**config.mk**
```make
export PLATFORM = sky130hd
export DESIGN_NAME = store_sequencer
export DESIGN_NICKNAME = d
export VERILOG_FILES = /design/src/rtl/store_pkg.sv /design/src/rtl/store_lane_align.sv /design/src/rtl/store_sequencer.sv
export SDC_FILE = /design/constraint.sdc
export NUM_CORES = 1
export LEC_CHECK = 0
export CORE_MARGIN = 2
export CORE_UTILIZATION = 40
export DETAILED_ROUTE_END_ITERATION = 8
export PLACE_DENSITY = 0.69
export SYNTH_ARGS = -nofsm -noshare
export SYNTH_HDL_FRONTEND = slang
export SYNTH_SLANG_ARGS = --single-unit
```
**constraint.sdc**
```tcl
create_clock -name clk -period 3.4 [get_ports clk]
set_input_delay 0.51 -clock clk [delete_from_list [all_inputs] [get_ports clk]]
set_output_delay 0.51 -clock clk [all_outputs]
set_load 0.005 [all_outputs]
```
**src/rtl/store_pkg.sv**
```systemverilog
`default_nettype none
// ============================================================================
// store_pkg : shared width codes and FSM state encoding for store_sequencer
// Revision  : 1.0
// ============================================================================
package store_pkg;

   typedef enum logic [1:0] {
      WHB_BYTE = 2'b00,
      WHB_HALF = 2'b01,
      WHB_WORD = 2'b10,
      WHB_ILL  = 2'b11
   } whb_e;

   typedef enum logic [1:0] {
      IDLE  = 2'b00,
      BEAT0 = 2'b01,
      BEAT1 = 2'b10,
      FIN   = 2'b11
   } state_e;

endpackage
`default_nettype wire

```
**src/rtl/store_lane_align.sv**
```systemverilog
`default_nettype none
// ============================================================================
// store_lane_align : shifts store data and byte mask onto a two-word lane view
// Revision         : 1.0
// ============================================================================
module store_lane_align
   import store_pkg::*;
(
   input  logic [31:0] data,
   input  logic [1:0]  whb,
   input  logic [1:0]  off,
   output logic [63:0] wide,
   output logic [7:0]  mask
);

   logic [31:0] ext;
   logic [3:0]  m;

   always_comb begin
      ext = 32'd0;
      m   = 4'b0000;
      case (whb)
         WHB_BYTE: begin ext = {24'd0, data[7:0]};  m = 4'b0001; end
         WHB_HALF: begin ext = {16'd0, data[15:0]}; m = 4'b0011; end
         WHB_WORD: begin ext = data;                m = 4'b1111; end
         default:  begin ext = 32'd0;               m = 4'b0000; end
      endcase
      wide = {32'd0, ext} << {off, 3'b000};
      mask = {4'b0000, m} << off;
   end

endmodule
`default_nettype wire

```
**src/rtl/store_sequencer.sv**
```systemverilog
`default_nettype none
// ============================================================================
// store_sequencer : splits a byte/half/word store into one or two aligned beats
// Revision        : 1.0
// ============================================================================
module store_sequencer
   import store_pkg::*;
#(
   parameter int TIMEOUT = 16
)(
   input  logic        clk,
   input  logic        rst_n,
   input  logic        req_valid,
   output logic        req_ready,
   input  logic [31:0] req_addr,
   input  logic [31:0] req_data,
   input  logic [1:0]  req_whb,
   output logic        mem_we,
   output logic [31:0] mem_addr,
   output logic [31:0] mem_wdata,
   output logic [3:0]  mem_be,
   input  logic        mem_ack,
   output logic        done,
   output logic        err
);

   localparam int              CNT_W    = (TIMEOUT > 1) ? $clog2(TIMEOUT) : 1;
   localparam logic [CNT_W-1:0] CNT_LAST = CNT_W'(TIMEOUT - 1);

   state_e            state_q, state_d;
   logic [31:0]       addr_q, addr_d;
   logic [31:0]       data_q, data_d;
   logic [1:0]        whb_q, whb_d;
   logic [CNT_W-1:0]  cnt_q, cnt_d;
   logic              gap_q, gap_d;
   logic              err_q, err_d;

   logic [63:0]       wide;
   logic [7:0]        mask;
   logic [31:0]       base_addr;

   store_lane_align u_align (
      .data (data_q),
      .whb  (whb_q),
      .off  (addr_q[1:0]),
      .wide (wide),
      .mask (mask)
   );

   assign base_addr = {addr_q[31:2], 2'b00};

   always_ff @(posedge clk or negedge rst_n) begin
      if (!rst_n) begin
         state_q <= IDLE;
         addr_q  <= 32'd0;
         data_q  <= 32'd0;
         whb_q   <= 2'b00;
         cnt_q   <= '0;
         gap_q   <= 1'b0;
         err_q   <= 1'b0;
      end else begin
         state_q <= state_d;
         addr_q  <= addr_d;
         data_q  <= data_d;
         whb_q   <= whb_d;
         cnt_q   <= cnt_d;
         gap_q   <= gap_d;
         err_q   <= err_d;
      end
   end

   always_comb begin
      state_d   = state_q;
      addr_d    = addr_q;
      data_d    = data_q;
      whb_d     = whb_q;
      cnt_d     = cnt_q;
      gap_d     = gap_q;
      err_d     = err_q;
      req_ready = 1'b0;
      mem_we    = 1'b0;
      mem_addr  = 32'd0;
      mem_wdata = 32'd0;
      mem_be    = 4'b0000;
      done      = 1'b0;
      err       = 1'b0;

      case (state_q)
         IDLE: begin
            req_ready = 1'b1;
            if (req_valid) begin
               addr_d = req_addr;
               data_d = req_data;
               whb_d  = req_whb;
               cnt_d  = '0;
               gap_d  = 1'b0;
               if (req_whb == WHB_ILL) begin
                  state_d = FIN;
                  err_d   = 1'b1;
               end else begin
                  state_d = BEAT0;
                  err_d   = 1'b0;
               end
            end
         end

         BEAT0: begin
            mem_we    = 1'b1;
            mem_addr  = base_addr;
            mem_wdata = wide[31:0];
            mem_be    = mask[3:0];
            if (mem_ack) begin
               cnt_d = '0;
               if (mask[7:4] != 4'b0000) begin
                  state_d = BEAT1;
                  gap_d   = 1'b1;
               end else begin
                  state_d = FIN;
               end
            end else if (cnt_q == CNT_LAST) begin
               cnt_d   = '0;
               err_d   = 1'b1;
               state_d = FIN;
            end else begin
               cnt_d = cnt_q + CNT_W'(1);
            end
         end

         BEAT1: begin
            // First BEAT1 cycle is the idle gap after the BEAT0 ack; acks here are ignored.
            if (gap_q) begin
               gap_d = 1'b0;
            end else begin
               mem_we    = 1'b1;
               mem_addr  = base_addr + 32'd4;
               mem_wdata = wide[63:32];
               mem_be    = mask[7:4];
               if (mem_ack) begin
                  cnt_d   = '0;
                  state_d = FIN;
               end else if (cnt_q == CNT_LAST) begin
                  cnt_d   = '0;
                  err_d   = 1'b1;
                  state_d = FIN;
               end else begin
                  cnt_d = cnt_q + CNT_W'(1);
               end
            end
         end

         FIN: begin
            done    = 1'b1;
            err     = err_q;
            err_d   = 1'b0;
            state_d = IDLE;
         end

         default: state_d = IDLE;
      endcase
   end

endmodule
`default_nettype wire

```
After elaboration in Yosys (flattened, before gate mapping):

Index checks and enable logic that the tools add are counted.

* bits in registers: 74
* bits of input ports: 70
* output and inout bits: 72
* logic and storage cells: 66

* $add $sub $neg: 2
* equal/unequal tests: 11
* shifts and indexed selects: 2
* muxes and demuxes: 36
* reductions and logical operators: 8

Operators with widths (number)
* $pmux 32 s2: 2
* $pmux 32 s3: 1
* $mux 32: 2
* $shl 32x5->64: 1
* $add 32x3->32 const B: 1
* $pmux 4 s3: 2
* $mux 4: 5
* $mux 1: 13
* $mux 2: 6
* $eq 2x2->1 const B: 4
* $ne 2x2->1 const B: 4
* $pmux 2 s4: 1
* $pmux 4 s2: 1
* $shl 4x2->8: 1
* $add 4x1->4 const B: 1
* $eq 2x1->1 const B: 2
* $eq 4x4->1 const B: 1
* $logic_not 2->1: 2
* $pmux 1 s4: 1
* $reduce_and 2->1: 2
* $reduce_and 4->1: 1
* $reduce_bool 4->1: 1
* $pmux 1 s3: 1
* $reduce_and 3->1: 1
* other kinds (2): 2

Longest topological paths before layout:

Gate-level depths: netlist of the first run.

* word-level depth: 7
* mapped depth: 9
* mapped depth without buffers: 7

Cells and area by module:

From an unflattened synthesis of the first run, not the netlist that was laid out.

* cells, all modules: 626
* area, all modules: 5647.9 um2

Modules (own cells, without submodules)
* store_sequencer: times used 1, cells an instance 474, area each 4554.4 um2, seq. area each 1851.8 um2
* store_lane_align: times used 1, cells an instance 152, area each 1093.5 um2, seq. area each 0.0 um2

Worst setup path before layout of the first run:

No wires, ideal clock.

* kind: register to output
* start point: register state_q[0]
* end point: output port mem_addr[21]
* arrival time: 1.732 ns
* data required time: 2.890 ns
* path slack: 1.158 ns
* cell stages (with the launch flop): 8
* buffers on the path: 2
* path through: dfrtp_1 -> inv_1 -> ha_1 -> nor2b_1 -> buf_2 -> nand2_1 -> clkbuf_1 -> o41ai_1

* cells in the longest elaborated chain, start to end: 2

RTL lines
* from (decl): RTL line store_sequencer.sv:30 `state_e state_q, state_d;`
* from (signal assigned): RTL line store_sequencer.sv:62 `state_q <= state_d;`
* $eq 2x2->1 or $eq 2x1->1 (tied branches): RTL line store_sequencer.sv:88 `case (state_q)`
* $pmux 32 s2 (*): RTL line store_sequencer.sv:88
* to (decl): RTL line store_sequencer.sv:19 `output logic [31:0] mem_addr,`

Every way passes the cells marked *; elsewhere a longest branch is shown, timed or not.

Worst setup path after layout of the first run:

* start point: register addr_q[2]
* end point: output port mem_addr[18]

* cells in the longest elaborated chain, start to end: 3

RTL lines
* from (decl): RTL line store_sequencer.sv:31 `logic [31:0] addr_q, addr_d;`
* from (signal assigned): RTL line store_sequencer.sv:63 `addr_q <= addr_d;`
* $add 32x3->32: RTL line store_sequencer.sv:135 `mem_addr = base_addr + 32'd4;`
* $mux 32: RTL line store_sequencer.sv:131 `if (gap_q) begin`
* $pmux 32 s2: RTL line store_sequencer.sv:88

Every way passes these cells.

==> results of run 1 <==
## logic make-up after synthesis
kind of cell               Yosys count  synth area share (%)
AOI/OAI and AO/OA                  154                  20.3
adders and majority gates           11                  2.79
buffers and inverters               49                  4.27
DFF                                 74                  37.6
muxes                               80                  18.1
other                                1                0.0761
and+or+nand+nor                    168                  16.9
## layer usage
layer / vias to the layer above / share of wire [%]
met3: 32 / 8.1
met5: - / 0
met1: 2391 / 43
met2: 227 / 47
li1: 2276 / -
met4: 0 / 2.3
## worst max-delay path, cell delays in order, from the launching register on
cell and delay [ns]:
dfrtp_2 0.43, ha_2 0.25, nand4_1 0.18, nor4_2 0.35, buf_4 0.20, a21oi_1 0.09
nor4_2 0.40, clkdlybuf4s50_1 0.58
## cell usage in the layout (no fill, tap or decap), drive strengths merged, types with 3 or more instances in the layout
master / n
nand4: 11
a31oi: 12
nand2: 57
o31ai: 3
inv: 13
a21oi: 17
o22ai: 11
clkbuf: 13
o21ai: 49
and3: 5
a22oi: 20
clkdlybuf4s50: 138
nor2b: 3
nand3: 29
mux2i: 6
a2bb2oi: 9
and2: 13
dfrtp: 74
buf: 23
o211ai: 4
or4: 4
ha: 11
a22o: 7
mux2: 74
nor3: 3
nor2: 33
## path summary, 6_finish.rpt
kind	cells past startpoint	start	slack [ns]	endpoint
setup / recovery	7	addr_q[2]	0.07	mem_addr[18]
hold / removal	1	rst_n	0.32	addr_q[14]
setup reg to reg	5	state_q[0]	1.30	addr_q[6]
hold reg to reg	2	cnt_q[1]	0.52	cnt_q[1]
max in group asynchronous	1	rst_n	2.40	addr_q[2]
min in group clk	2	cnt_q[1]	0.52	cnt_q[1]
## power by group through the flow
stage	clock network, W	registers [W]	logic, W
floorplan	0	0.00167	0.00220
global placement	0	0.00189	0.00337
detailed placement	0	0.00191	0.00344
CTS	0.00102	0.00190	0.00350
global route	0.00106	0.00201	0.00386
finish	0.00100	0.00193	0.00356
## final cells by class
class	count	area share [%]
Clock inverter	3	0.670
Tap cell	147	2.66
Clock buffer	13	3.91
Inverter	13	0.706
Timing Repair Buffer	161	22.7
Multi-Input combinational cell	416	42.5
Sequential cell	74	26.8
## sequential cells by signal, summed over array words and instances (netlist names)
name,cells
whb_q,2
data_q,32
err_q,1
gap_q,1
addr_q,32
state_q,2
cnt_q,4
## through the flow
step                      setup TNS [ns]  worst slack (ns)
after floorplan                        0              1.16
after global placement                 0             0.167
after detailed placement               0             0.108
after CTS                              0            0.0570
after global routing             -0.0837           -0.0324
final                                  0            0.0737
## repair_timing
item | in CTS | in global routing
cloned | 1 | 0
pin swaps | 1 | 2
setup endpoints to repair | 32 | 26
buffers inserted | 0 | 2
resized for setup | 6 | 12
==> metrics.cfg, run 1 <==
[status]
outcome = completed

[final_layout]
fin_area_um2 = 6910
area_growth_pct = 40.2
regArea_um2 = 1850
fill_cells = 1063
num_antenna_cells = 0
drive_above_1_share_pct = 19.0
fin_util_pct = 57.5
multiInputGateArea_um2 = 2940
nets = 756
fin_cells = 827

[power]
p_sw_share_pct = 41.8
fin_total_pwr_w = 0.00648
p_leak_nw = 2.70
seq_power_share_pct = 29.7
internal_power_w = 0.00377
power.density_nw_per_um2 = 938
clkPwrFrac_pct = 15.4
power_switching_w = 0.00271
pwr-share-comb_pct = 54.9
vdd_drop_max_mv = 0.362

[placed_design]
dpl.hpwl_um = 11200
place_congestion = 0.869
dp_cells = 808
place_area_um2 = 6510
port_buffers = 139

[synthesis]
post-synth-top-count-cell = dfrtp_1
ys_seq_elements = 74
yosysTopAreaCellShare_pct = 37.6
synth_cell_types = 56
syn_area_um2 = 4930
syn_area_per_cell_um2 = 9.18
synth_top_area_cell = dfrtp_1
synthesis.instances = 537
synth-seq-area-share_pct = 37.6
synthTopCellsByArea = dfrtp_1 38%, mux2_2 16%, nand2_1 4.3%, o21ai_1 4.1%, a22oi_1 3.0%
yosys-top-cells-count = 74 x dfrtp_1, 70 x mux2_2, 57 x nand2_1
yosys_warnings = 0
synthFlopType = dfrtp_1
synth_edf_count = 0
synthArstFlopShare_pct = 100

[critical_path]
cp-end-kind = output port
worstPathRequired_ns = 2.89
critPathArrivalTime_ns = 2.82
critPathKind = reg -> out
cp-start-kind = flip-flop
critPathMaxFanout = 7

[timing]
whs_ns = 0.322
drv_slew = 0
skew_ns = 0.00974
slew_headroom_pct = 35.5
hold_viol_final = 0
min_period_ns = 3.33
finalCritPeriodShare_pct = 97.8
fmax_ghz = 0.301
setup_viol = 0
tightest_slew_ns = 0.968
rsz0062_at_grt = true

[job]
cap_viol_max_count = 0

[clock_tree]
htreeDepth = 3
cts_hold_buffers = 0
clock-sinks = 74
clock_latency_ns = 0.34
clk_pin_slew_ns = 0.06
cts_root_buf = clkbuf_16
cts_buffers = 9
clockBufferDepth = 2
cts_tree = done

[global_route]
use_met3_pct = 5.59
use_met1_pct = 32.7
grt_pass1_wl_um = 25200
met2_usage_pct = 38.0
globalRoute.totalOverflow = 0
antenna_found_initial = 0
grt_busiest_layer = met2
grt_usage_pct = 24.4
grt_max_degree = 75
first_global_vias = 4927

[die]
die_h_um = 115
coreArea_um2 = 12000
rows = 40
num_io_pins = 142
die_w_um = 115
fp.dieArea_um2 = 13200
start_util_pct = 41.0

[drt]
drt-vias-per-instance = 5.96
drtPass1Iterations = 5
drt-initial-drc-count = 446
ant_nets = 0
routedWlPerCell_um = 19.1
drt-total-wl_um = 15800
drcViolationCount = 0
vias = 4926

[hold_path]
hold_path_class = in -> async

(Power assumes the default switching activity.)
==> inputs of run 2 (changes only) <==
- PLACE_DENSITY: 0.69 -> 0.72
==> metrics.cfg, run 2 (same netlist as run 1, synthesis figures left out) <==
[final_layout]
area_growth_pct = 41.8  ; was 40.2%
reg_top3 = addr_q x32, data_q x32, cnt_q x4  ; unchanged
multiInputGateArea_um2 = 2980  ; was 2940 um2
fin_util_pct = 58.2  ; was 57.5%
num_antenna_cells = 0  ; unchanged
nets = 761  ; was 756
fin_cells = 832  ; was 827
mostFrequentLayoutCell = clkdlybuf4s50_1  ; unchanged
regArea_um2 = 1850  ; about the same
fill_cells = 1025  ; was 1063
layout_common_cells = 137 x clkdlybuf4s50_1, 73 x dfrtp_1, 70 x mux2_2  ; was 138 x clkdlybuf4s50_1, 72 x dfrtp_1, 70 x mux2_2
drive_above_1_share_pct = 20.6  ; was 19.0%

[critical_path]
cp-start-kind = flip-flop  ; unchanged
critPathArrivalTime_ns = 2.76  ; was 2.82 ns
critPathKind = reg -> out  ; unchanged
cp-end-kind = output port  ; unchanged
critPathMaxFanout = 22  ; was 7
worstPathRequired_ns = 2.89  ; about the same

[die]
rows = 40  ; unchanged
coreArea_um2 = 12000  ; unchanged
start_util_pct = 41.0  ; unchanged
die_h_um = 115  ; unchanged
num_io_pins = 142  ; unchanged
fp.dieArea_um2 = 13200  ; unchanged
die_w_um = 115  ; unchanged

[power]
p_sw_share_pct = 42.0  ; was 41.8%
p_leak_nw = 2.73  ; was 2.70 nW
clkPwrFrac_pct = 14.4  ; was 15.4%
vdd_drop_max_mv = 0.330  ; was 0.362 mV
seq_power_share_pct = 29.2  ; was 29.7%
fin_total_pwr_w = 0.00655  ; was 0.00648 W
power_switching_w = 0.00275  ; was 0.00271 W
pwr-share-comb_pct = 56.3  ; was 54.9%
internal_power_w = 0.00380  ; was 0.00377 W
power.density_nw_per_um2 = 938  ; about the same

[drt]
drcViolationCount = 0  ; unchanged
routedWlPerCell_um = 19.0  ; was 19.1 um
drtPass1Iterations = 5  ; unchanged
vias = 4875  ; was 4926
drt-vias-per-instance = 5.86  ; was 5.96
ant_nets = 0  ; unchanged
drt-total-wl_um = 15800  ; about the same
drt-initial-drc-count = 274  ; was 446

[timing]
min_period_ns = 3.27  ; was 3.33 ns
hold_viol_final = 0  ; unchanged
slew_headroom_pct = 35.2  ; was 35.5%
setup_viol = 0  ; unchanged
setup-tns-final_ns = 0  ; unchanged
skew_ns = 0.00534  ; was 0.00974 ns
tightest_slew_ns = 0.972  ; was 0.968 ns
setup_slack_ns = 0.133  ; was 0.0737 ns
finalCritPeriodShare_pct = 96.1  ; was 97.8%
drv_slew = 0  ; unchanged
fmax_ghz = 0.306  ; was 0.301 GHz

[placed_design]
dpl.hpwl_um = 11300  ; was 11200 um
place_congestion = 0.926  ; was 0.869
pre_cts_slack_ns = 0.236  ; was 0.108 ns
dp_cells = 805  ; was 808
port_buffers = 139  ; unchanged

[clock_tree]
clockBufferDepth = 2  ; unchanged
clk_pin_slew_ns = 0.06  ; about the same
cts_root_buf = clkbuf_16  ; unchanged
cts_tree = done  ; unchanged
cts_buffers = 9  ; unchanged
clock_latency_ns = 0.34  ; about the same
clock-sinks = 74  ; unchanged
htreeDepth = 3  ; unchanged

[global_route]
grt_pass1_wl_um = 24500  ; was 25200 um
antenna_found_initial = 0  ; unchanged
grt_max_degree = 75  ; unchanged
grt_usage_pct = 23.8  ; was 24.4%
first_global_vias = 4704  ; was 4927
globalRoute.totalOverflow = 0  ; unchanged

[hold_path]
hold_path_class = in -> async  ; unchanged

[status]
outcome = completed  ; unchanged

[job]
cap_viol_max_count = 0  ; unchanged

[run 2: final timing paths]
kind | start | endpoint | slack, ns | depth (start not counted)
min in group clk | cnt_q[1] | cnt_q[1] | 0.51 | 2
min reg2reg | cnt_q[1] | cnt_q[1] | 0.51 | 2
max | state_q[1] | mem_addr[7] | 0.13 | 9
max reg2reg | state_q[1] | data_q[29] | 1.39 | 5
min | rst_n | addr_q[16] | 0.32 | 1
max in group asynchronous | rst_n | addr_q[2] | 2.41 | 1
[run 2: metrics by stage]
stage          cell area [um2]  hold slack, ns
2_1_floorplan             4930           0.214
6_report                  6990           0.318
5_1_grt                   6990           0.398
4_1_cts                   6800           0.368
3_3_place_gp              6490           0.499
3_5_place_dp              6490           0.511
[run 2: critical path, cell delays in order, from the launching register on]
cell,delay (ns)
dfrtp_1,0.44
inv_1,0.11
ha_2,0.41
buf_4,0.20
and2_2,0.23
buf_6,0.23
a21o_1,0.11
nand2_1,0.05
o31ai_1,0.09
clkdlybuf4s50_1,0.55
[run 2: final cells by class]
class	instances	area share, %
timing repair buffer	166	23.3
sequential	74	26.5
multi-input combinational	416	42.6
tap	147	2.63
clock inverter	7	0.985
inverter	13	0.752
clock buffer	9	3.22
[run 2: timing repair]
item | in CTS | in global routing
resized for setup | 6 | 24
setup endpoints to repair | 12 | 45
hold buffers | 0 | 0
pin swaps | 0 | 2
gates cloned | 0 | 1
buffers inserted | 0 | 10
[run 2: routing by layer]
layer	up-vias	GRT usage [%]	routed length [um]	part of all wire [%]
met4	0	8.84	393	2.5
met2	232	39.7	7750	49
met5	-	0	0	0
li1	2281	-	-	-
met3	34	5.17	1170	7.4
met1	2328	30.4	6480	41
[run 2: power by group through the flow]
stage	combinational [W]	sequential, W	clock, W
after CTS	0.00347	0.00189	0.000972
after global placement	0.00335	0.00189	0
after global routing	0.00398	0.00200	0.00101
final	0.00369	0.00192	0.000946
after floorplan	0.00220	0.00167	0
after detailed placement	0.00342	0.00191	0
